[src/rtl/exit_monitor.sv]
// exit_monitor: times a program run in clock cycles and captures its exit code.
//
// The block watches the exit word written by the control-register block.
// It counts RUN cycles and latches the exit code on the first exit strobe.
// An optional watchdog ends the run if no strobe arrives in time.
// The result is handed over through a valid/ready end-of-computation (EOC) handshake.
//
// Ports
//   clk_i        clock
//   rst_i        asynchronous reset, active-high
//   exit_i       [0] = exit write strobe, [DataWidth-1:1] = exit code
//   enable_i     level; high arms a run, low returns to idle
//   eoc_valid_o  EOC result valid (state REPORT)
//   eoc_ready_i  EOC result accepted
//   exit_code_o  captured exit code (0 on watchdog timeout)
//   timeout_o    result was produced by the watchdog
//   cycle_cnt_o  RUN cycles counted (saturating)
//   busy_o       FSM in RUN
//   done_o       FSM in DONE
//   overrun_o    sticky: exit strobe seen outside RUN, cleared on RUN entry
module exit_monitor #(
  parameter int unsigned DataWidth     = 32,
  parameter int unsigned CntWidth      = 64,
  parameter int unsigned TimeoutCycles = 0
) (
  input  logic                 clk_i,
  input  logic                 rst_i,
  input  logic [DataWidth-1:0] exit_i,
  input  logic                 enable_i,
  output logic                 eoc_valid_o,
  input  logic                 eoc_ready_i,
  output logic [DataWidth-2:0] exit_code_o,
  output logic                 timeout_o,
  output logic [CntWidth-1:0]  cycle_cnt_o,
  output logic                 busy_o,
  output logic                 done_o,
  output logic                 overrun_o
);

  typedef enum logic [1:0] {StIdle, StRun, StReport, StDone} state_e;

  localparam bit WdogEn = (TimeoutCycles != 0);
  // Count value seen in the last allowed RUN cycle; only meaningful when WdogEn is set.
  localparam logic [CntWidth-1:0] CntLast = CntWidth'(TimeoutCycles - 1);

  state_e state_q, state_d;

  logic [CntWidth-1:0]  cnt_q, cnt_d;
  logic [DataWidth-2:0] code_q, code_d;
  logic                 timeout_q, timeout_d;
  logic                 overrun_q, overrun_d;

  logic                 strobe;
  logic [DataWidth-2:0] code_in;
  logic                 timeout_hit;

  assign strobe      = exit_i[0];
  assign code_in     = exit_i[DataWidth-1:1];
  assign timeout_hit = WdogEn && (cnt_q == CntLast);

  // State register
  always_ff @(posedge clk_i or posedge rst_i) begin
    if (rst_i) begin
      state_q <= StIdle;
    end else begin
      state_q <= state_d;
    end
  end

  // Next-state logic; strobe beats timeout, timeout beats abort
  always_comb begin
    state_d = state_q;
    unique case (state_q)
      StIdle: begin
        if (enable_i) state_d = StRun;
      end
      StRun: begin
        if (strobe)           state_d = StReport;
        else if (timeout_hit) state_d = StReport;
        else if (!enable_i)   state_d = StIdle;
      end
      StReport: begin
        if (eoc_ready_i) state_d = StDone;
      end
      StDone: begin
        if (!enable_i) state_d = StIdle;
      end
      default: state_d = StIdle;
    endcase
  end

  // Result datapath next-state
  always_comb begin
    cnt_d     = cnt_q;
    code_d    = code_q;
    timeout_d = timeout_q;
    overrun_d = overrun_q;
    unique case (state_q)
      StIdle: begin
        if (enable_i) begin
          cnt_d     = '0;
          code_d    = '0;
          timeout_d = 1'b0;
          overrun_d = 1'b0;
        end
      end
      StRun: begin
        // Saturate rather than wrap so a runaway run still reads as "very long"
        if (cnt_q != {CntWidth{1'b1}}) cnt_d = cnt_q + 1'b1;
        if (strobe) begin
          code_d    = code_in;
          timeout_d = 1'b0;
        end else if (timeout_hit) begin
          code_d    = '0;
          timeout_d = 1'b1;
        end
      end
      default: ;
    endcase
    // A strobe outside RUN is recorded even in the cycle that enters RUN
    if (strobe && (state_q != StRun)) overrun_d = 1'b1;
  end

  always_ff @(posedge clk_i or posedge rst_i) begin
    if (rst_i) begin
      cnt_q     <= '0;
      code_q    <= '0;
      timeout_q <= 1'b0;
      overrun_q <= 1'b0;
    end else begin
      cnt_q     <= cnt_d;
      code_q    <= code_d;
      timeout_q <= timeout_d;
      overrun_q <= overrun_d;
    end
  end

  // Outputs: registered values or decodes of the state register
  always_comb begin
    eoc_valid_o = (state_q == StReport);
    busy_o      = (state_q == StRun);
    done_o      = (state_q == StDone);
    exit_code_o = code_q;
    timeout_o   = timeout_q;
    cycle_cnt_o = cnt_q;
    overrun_o   = overrun_q;
  end

endmodule

[config.mk]
export PLATFORM = sky130hd
export DESIGN_NAME = exit_monitor
export DESIGN_NICKNAME = d
export VERILOG_FILES = /design/src/rtl/exit_monitor.sv
export SDC_FILE = /design/constraint.sdc
export NUM_CORES = 1
export LEC_CHECK = 0
export BUFFER_PORTS_ARGS = -buffer_cell sky130_fd_sc_hd__buf_4
export CELL_PAD_IN_SITES_DETAIL_PLACEMENT = 0
export CELL_PAD_IN_SITES_GLOBAL_PLACEMENT = 1
export CORE_MARGIN = 8
export CORE_UTILIZATION = 42
export CTS_BUF_LIST = sky130_fd_sc_hd__clkbuf_16
export CTS_CLUSTER_DIAMETER = 80
export DETAILED_ROUTE_END_ITERATION = 10
export GPL_TIMING_DRIVEN = 0
export PLACE_DENSITY = 0.92
export SLEW_MARGIN = 10
export SYNTH_ARGS = -nofsm -noshare
export SYNTH_HDL_FRONTEND = slang
export SYNTH_SLANG_ARGS = --single-unit
[constraint.sdc]
create_clock -name clk_i -period 7.5 [get_ports clk_i]
set_input_delay 1.5 -clock clk_i [delete_from_list [all_inputs] [get_ports clk_i]]
set_output_delay 1.5 -clock clk_i [all_outputs]
set_load 0.05 [all_outputs]
; ---- Yosys cells after proc, flatten, opt, wreduce, memory -nomap -nowiden
; Index checks and enable logic that the tools add are counted.
[word_totals]
regBits = 99
inputBits = 36
output_inout_bits = 100
[op_classes]
add_sub_neg = 1
n_eq_ne = 9
mux = 16
reduce_logical = 9
[op_table]
columns = op, n
row1 = 2-to-1 mux 64 bit, 2
row2 = case mux 64 bit (2 select lines), 1
row3 = "adder 64 x 1 -> 64 bit, second input constant", 1
row4 = "!= test 64 bit, second input constant", 1
row5 = 2-to-1 mux 31 bit, 2
row6 = case mux 31 bit (2 select lines), 1
row7 = 2-to-1 mux 2 bit, 4
row8 = case mux 2 bit (4 select lines), 1
row9 = "!= test 2 x 1 -> 1 bit, second input constant", 3
row10 = AND reduction 3 bit, 2
row11 = nonzero test 2 bit, 3
row12 = "equality test 2 bit, second input constant", 2
row13 = 2-to-1 mux 1 bit, 4
row14 = "!= test 2 bit, second input constant", 2
row15 = AND reduction 2 bit, 2
row16 = "equality test 2 x 1 -> 1 bit, second input constant", 1
row17 = logical NOT 2 bit, 1
row18 = case mux 1 bit (2 select lines), 1
row19 = logical AND 1 bit, 1

; ---- Depth between registers and ports, before layout
; Gate-level depths: netlist of run 1.
[logic_depth]
ltp_word = 4
depth_mapped = 10
depth_no_buf = 7

; ---- Least setup slack after synthesis of run 1
; OpenSTA, ideal clock, no wires.
[synth_path]
path_type = reg-to-output
start = reg state_q[1]
end = out busy_o
t_arrival_ns = 1.688
t_required_ns = 6.000
slack_ns = 4.312
path_stages_with_launch = 6
path_buffers = 3
cell_sequence = dfrtp_1 > clkbuf_1 > nand2b_1 > inv_1 > clkbuf_1 > buf_1
[synth_via]
elab_chain_len = 1
[synth_lines]
columns = element, line
row1 = start: declaration, 46  ; state_e state_q, state_d;
row2 = start signal: assignment, 64  ; state_q <= StIdle;
row3 = start signal: assignment, 66  ; state_q <= state_d;
row4 = equality test 2 x 1 -> 1 bit, 141  ; busy_o = (state_q == StRun);
row5 = end: declaration, 35  ; output logic busy_o,
; Every way passes these cells.

; ---- Worst setup path in the final report of run 1
; Same ends and word-level chain as after synthesis.

==> flow_summary.json, run 1 <==
{
  "post-synth-top-area-cell": "dfrtp_1",
  "slowest_delay_ps": 510,
  "max_freq_mhz": 256,
  "remaining_drc_errors": 0,
  "finalNonFillerCells": 948,
  "final.period_utilization_pct": 52.1,
  "slew_viol_final": 0,
  "grt_start_max_net_pins": 55,
  "cp_num_cells": 6,
  "max_root_sink_buffers": 2,
  "fin_worst_skew_ps": 9.68,
  "layout.filler_cells": 1197,
  "maxCapViolations": 0,
  "worst_slew_pin_slew_ps": 779,
  "arrival_ps": 2410,
  "numCtsBuffers": 9,
  "cp.buffers_inverters": 5,
  "synthDominantCellAreaShare_pct": 46.6,
  "number_of_port_buffers": 134,
  "insertedDiodeCount": 0,
  "route.detailed.vias_per_inst": 5.73,
  "via_count": 5431,
  "gp_congestion": 0.894,
  "timing_hold_violations_final": 0,
  "ir_drop_mv": 0.269,
  "number_of_antenna_violations_at_the_first_check_in_global_routing": 0,
  "detailedRoute.firstIterationViolations": 518,
  "global_route.usage.met2_pct": 34.4,
  "die-height_um": 128,
  "syn_avg_cell_area_sq_um": 8.41,
  "post-place-cells": 933,
  "required_ps": 6000,
  "final_hold_slack_ps": 469,
  "area_growth_syn_to_layout_pct": 29.2,
  "cts_hold_repair.buffers": 0,
  "startpoint": "state_q[1]",
  "p_per_area_mw_per_mm2": 434,
  "dominantRegCellSynth": "dfrtp_1",
  "nets": 809,
  "hpwlAfterDp_um": 12900,
  "worst-r2r-setup-slack_ps": 4520,
  "yosys-top-cells-area": "dfrtp_1 47%, nand2_1 9.4%, nand3_1 8.3%, nand4_1 3.4%, o311ai_1 3.2%",
  "grt_first_pass_wirelength_um": 28400,
  "final_layout_size_suffix_gt1_share_pct": 22.4,
  "cp_max_fo": 10,
  "setup_tns_after_final_layout_ps": 0,
  "ant_nets": 0,
  "grt_remaining_overflow": 0,
  "cts.htree.levels": 3,
  "synth.yosys.warnings": 0,
  "pleak_nw": 3.11,
  "io_pins": 136,
  "cts.sinks": 98,
  "slew-limit-headroom_pct": 47.7,
  "rsz_0062_raised_after_global_routing": "no",
  "total_grt_usage_pct": 22.0,
  "die-area_sq_mm": 0.0164,
  "design.core.area_sq_mm": 0.0124,
  "crit-reg2reg-capture": "cycle_cnt_o[18]",
  "count_leader_synth": "nand2_1",
  "synth_common_cells": "132 x nand2_1, 98 x dfrtp_1, 87 x nand3_1",
  "dieWidth_um": 128,
  "cts_tree": "yes",
  "critical-path-top-cell-by-count": "clkbuf_1",
  "groute.layer.met3.usage_pct": 5.37,
  "finalCriticalPeriod_ps": 3910,
  "worstSetupEndpoint": "busy_o",
  "grt_max_usage_layer": "met2",
  "crit-reg2reg-launch": "cycle_cnt_o[7]",
  "totalWireLength_um": 17700,
  "first_global_vias": 5267,
  "netlist_instances": 626,
  "worstRegToRegCells": 9,
  "detail_route.first_pass.iterations": 5,
  "netlist_area_sq_mm": 0.00527,
  "mappedNetlistNets": 663,
  "critical_path.top_delay_family": "buffers and inverters",
  "yosysSeqAreaShare_pct": 46.6,
  "drt-wirelength-per-cell_um": 18.6,
  "worst_setup_path_start_kind": "flop",
  "endpoint_kind": "primary output",
  "post_cts_resize_count": 0,
  "place_worst_setup_slack_ps": 3960,
  "placement_rows": 41,
  "finalWorstSetupSlack_ps": 3590,
  "setup_viol_count_final": 0,
  "clock_insertion_delay_worst_skew_ps": 350,
  "worst_path_max_delay_cell": "clkbuf_1",
  "clkTransAtPathRegs_ps": 70,
  "number_of_enable_type_register_cells_in_the_synthesized_netlist": 0,
  "critical_path.cell_chain": "clkbuf_1 -> nand2b_1 -> inv_1 -> clkbuf_1 -> buf_1 -> buf_4",
  "starting_density_of_the_core_pct": 42.4,
  "cts.repair_timing.setup_buffer_count": 0,
  "yosys_register_bits": 98,
  "path_class": "flop to primary output",
  "min-delay-path-class": "flop to flop",
  "min_path_cells": 2,
  "grt.met1_usage_pct": 28.4,
  "cts_root_buf": "clkbuf_16",
  "unique_cell_type_count_in_the_yosys_netlist": 46,
  "outcome": "finished, final reports clean",
  "synth_async_sr_flop_share_pct": 100
}
[state kept, by name, indices dropped and copies added (netlist names)]
register / flops
exit_code_o: 31
state_q: 2
overrun_o: 1
cycle_cnt_o: 64
[where the power goes]
group	internal [mW]	switching, mW	leakage, nW
Clock	0.255	0.202	0.142
Combinational	0.432	1.15	1.63
Sequential	0.697	0.216	1.34
Total	1.38	1.57	3.11
[area by class of cell]
| class | count | area, sq um | share of cell area (%) |
|---|---|---|---|
| flip-flops and latches | 98 | 2450 | 36.0 |
| clock inverters | 6 | 60.1 | 0.883 |
| plain buffers | 45 | 233 | 3.42 |
| inverters | 16 | 62.6 | 0.920 |
| repair buffers | 135 | 1030 | 15.2 |
| clock buffers | 9 | 225 | 3.31 |
| well taps | 172 | 215 | 3.16 |
| multi-input cells | 467 | 2520 | 37.1 |
[how the worst min path moves through the flow]
| stage | startpoint | endpoint | slack, ps |
|---|---|---|---|
| floorplan | state_q[0] | state_q[0] | 670 |
| global placement | exit_code_o[25] | exit_code_o[25] | 450 |
| detailed placement | exit_code_o[14] | exit_code_o[14] | 460 |
| CTS | exit_code_o[20] | exit_code_o[20] | 470 |
| global route | exit_code_o[23] | exit_code_o[23] | 500 |
| finish | exit_code_o[14] | exit_code_o[14] | 470 |
[worst reg2reg max path, stage by stage, from the launching register on]
cell	delay, ps
dfrtp_1	370
buf_2	200
nand4_2	150
or4_1	540
buf_2	200
nor4_4	550
a21o_1	230
buf_2	290
buf_6	210
o311ai_1	120
[per-layer routing]
| layer | vias to the layer above | share of wire (%) |
|---|---|---|
| met2 | 274 | 46 |
| met3 | 30 | 9.4 |
| li1 | 2533 | - |
| met1 | 2594 | 43 |
| met5 | - | 0 |
| met4 | 0 | 1.9 |
[through the flow]
stage | total power [mW] | utilization [%] | cell area [sq um]
final | 2.95 | 54.8 | 6800
after global routing | 3.12 | 54.8 | 6800
after CTS | 2.97 | 54.8 | 6800
after detailed placement | 2.50 | 52.5 | 6520
after global placement | 2.47 | 52.3 | 6490
after floorplan | 1.95 | - | 5270
[cell usage in the layout (no fill, tap or decap), types with 6 or more instances in the layout]
master,instances
buf_4,135
nand2_1,132
dfrtp_1,98
nand3_1,87
o21ai_1,30
nor2_1,30
nand4_1,29
clkbuf_1,27
o311ai_1,19
a21oi_1,17
inv_1,16
nor3_1,12
o21ai_0,11
or3_1,10
a31oi_1,9
and4_1,9
clkbuf_16,9
and3_1,8
xnor2_1,7
buf_6,7
buf_2,6
o31ai_1,6
[cells by family after synthesis]
kind of cell | count (synthesis) | share of synthesized area [%]
fa+ha+maj | 1 | 0.238
xor+xnor | 12 | 2.00
flops | 98 | 46.6
other cells | 1 | 0.0712
mux | 2 | 0.380
buf+inv | 61 | 5.56
compound gates | 108 | 13.1
simple gates | 343 | 32.1
Power figures use the tool's default switching activity.
==> run 2, diff against run 1 <==
CORE_UTILIZATION = 39   (was 42)
PLACE_DENSITY = 0.87   (was 0.92)
clock period = 4 ns   (was 7.5 ns; I/O delays follow)
==> flow_summary.json, run 2 (same netlist as run 1, synthesis figures left out) <==
{
  "grt_remaining_overflow": 0,
  "cts_root_buf": "clkbuf_16",
  "worstRegToRegCells": 9,
  "drt-wirelength-per-cell_um": 18.6,
  "critical_path.cell_chain": "clkbuf_1 -> nand2b_1 -> inv_1 -> clkbuf_1 -> buf_1 -> buf_4",
  "cp_num_cells": 6,
  "remaining_drc_errors": 0,
  "required_ps": 3200,
  "nets": 810,
  "timing_hold_violations_final": 0,
  "setup_viol_count_final": 0,
  "ir_drop_mv": 0.458,
  "cts_hold_repair.buffers": 0,
  "min-delay-path-class": "input pin to asynchronous set/reset pin",
  "utilization_pct": 51.3,
  "final_common_cell": "buf_4",
  "path_class": "flop to primary output",
  "layout.filler_cells": 1254,
  "slew-limit-headroom_pct": 49.6,
  "clkTransAtPathRegs_ps": 70,
  "worst_setup_path_start_kind": "flop",
  "placement_rows": 42,
  "endpoint_kind": "primary output",
  "number_of_port_buffers": 134,
  "first_global_vias": 5219,
  "finish.instance_area_sq_mm": 0.00679,
  "number_of_antenna_violations_at_the_first_check_in_global_routing": 0,
  "arrival_ps": 2420,
  "total_grt_usage_pct": 19.9,
  "cp.buffers_inverters": 5,
  "finalNonFillerCells": 954,
  "fin_worst_skew_ps": 10.4,
  "maxCapViolations": 0,
  "multi_input_area_sq_mm": 0.00252,
  "cp_max_fo": 10,
  "largest_register_ff_count": 64,
  "ant_nets": 0,
  "clock_insertion_delay_worst_skew_ps": 350,
  "hpwlAfterDp_um": 13000,
  "critical_path.top_delay_family": "buffers and inverters",
  "grt_first_pass_wirelength_um": 28400,
  "detailedRoute.firstIterationViolations": 473,
  "slowest_delay_ps": 470,
  "post_dp_cell_area_sq_mm": 0.00654,
  "critical-path-top-cell-by-count": "clkbuf_1",
  "dieWidth_um": 132,
  "finalCriticalPeriod_ps": 3220,
  "cts_tree": "yes",
  "p_per_area_mw_per_mm2": 805,
  "outcome": "finished, final reports clean",
  "detail_route.first_pass.iterations": 4,
  "starting_density_of_the_core_pct": 39.8,
  "final.period_utilization_pct": 80.5,
  "post_cts_resize_count": 0,
  "startpoint": "state_q[1]",
  "design.core.area_sq_mm": 0.0132,
  "post-place-cells": 938,
  "highest_count_cells_in_the_layout_ignoring_fill_and_taps": "135 x buf_4, 132 x nand2_1, 98 x dfrtp_1",
  "crit-reg2reg-launch": "cycle_cnt_o[7]",
  "rsz_0062_raised_after_global_routing": "no",
  "setup_tns_after_final_layout_ps": 0,
  "totalWireLength_um": 17800,
  "grt_start_max_net_pins": 35,
  "pleak_nw": 3.11,
  "slew_viol_final": 0,
  "max_freq_mhz": 311,
  "cts.repair_timing.setup_buffer_count": 0,
  "via_count": 5417,
  "insertedDiodeCount": 0,
  "area_growth_syn_to_layout_pct": 28.9,
  "cts.htree.levels": 3,
  "worst_slew_pin_slew_ps": 757,
  "worst_path_max_delay_cell": "clkbuf_1",
  "route.detailed.vias_per_inst": 5.68,
  "die-area_sq_mm": 0.0175,
  "seq_area_sq_mm": 0.00245,
  "numCtsBuffers": 9,
  "die-height_um": 132,
  "max_root_sink_buffers": 2,
  "io_pins": 136,
  "final_layout_size_suffix_gt1_share_pct": 22.2,
  "gp_congestion": 0.907,
  "cts.sinks": 98
}
==> run 2: area by class of cell <==
cell class | count | share of cell area (%)
clock inverter | 7 | 0.442
timing repair buffer | 136 | 15.4
sequential | 98 | 36.1
multi-input combinational | 467 | 37.1
clock buffer | 9 | 3.32
tap | 176 | 3.24
buffer | 45 | 3.43
inverter | 16 | 0.921
==> run 2: worst register-to-register path: cells and delay by family, from the launching register on <==
kind / cells / cell delay (ps)
buffers and inverters: 4 / 910
DFF: 1 / 370
and+or+nand+nor: 3 / 1220
AOI/OAI and AO/OA: 2 / 360
==> run 2: worst paths after layout <==
path,slack [ps],end
setup / recovery,780,busy_o
hold / removal,470,cycle_cnt_o[41]
setup reg to reg,1020,cycle_cnt_o[18]
hold reg to reg,470,exit_code_o[0]
max in group asynchronous,2980,cycle_cnt_o[12]
min in group clk_i,470,exit_code_o[0]
==> run 2: power breakdown <==
group / switching (mW) / internal, mW / total (mW) / leakage (nW)
combinational: 2.16 / 0.811 / 2.97 / 1.64
clock: 0.370 / 0.410 / 0.780 / 0.140
sequential: 0.410 / 1.31 / 1.72 / 1.34
total: 2.94 / 2.53 / 5.46 / 3.11
==> run 2: layer usage <==
layer,vias up,part of all wire (%),track usage (%)
met5,-,0,0
met2,257,45,31.4
met3,24,8.5,4.69
met4,0,1.9,7.32
li1,2544,-,-
met1,2592,44,26.1
==> run 2: through the flow <==
stage	worst slack (ps)	hold slack, ps	power [mW]
after floorplan	638	671	3.65
after global placement	-667	450	4.64
after detailed placement	1060	457	4.69
after CTS	743	472	5.48
after global routing	606	488	5.75
final	781	465	5.46
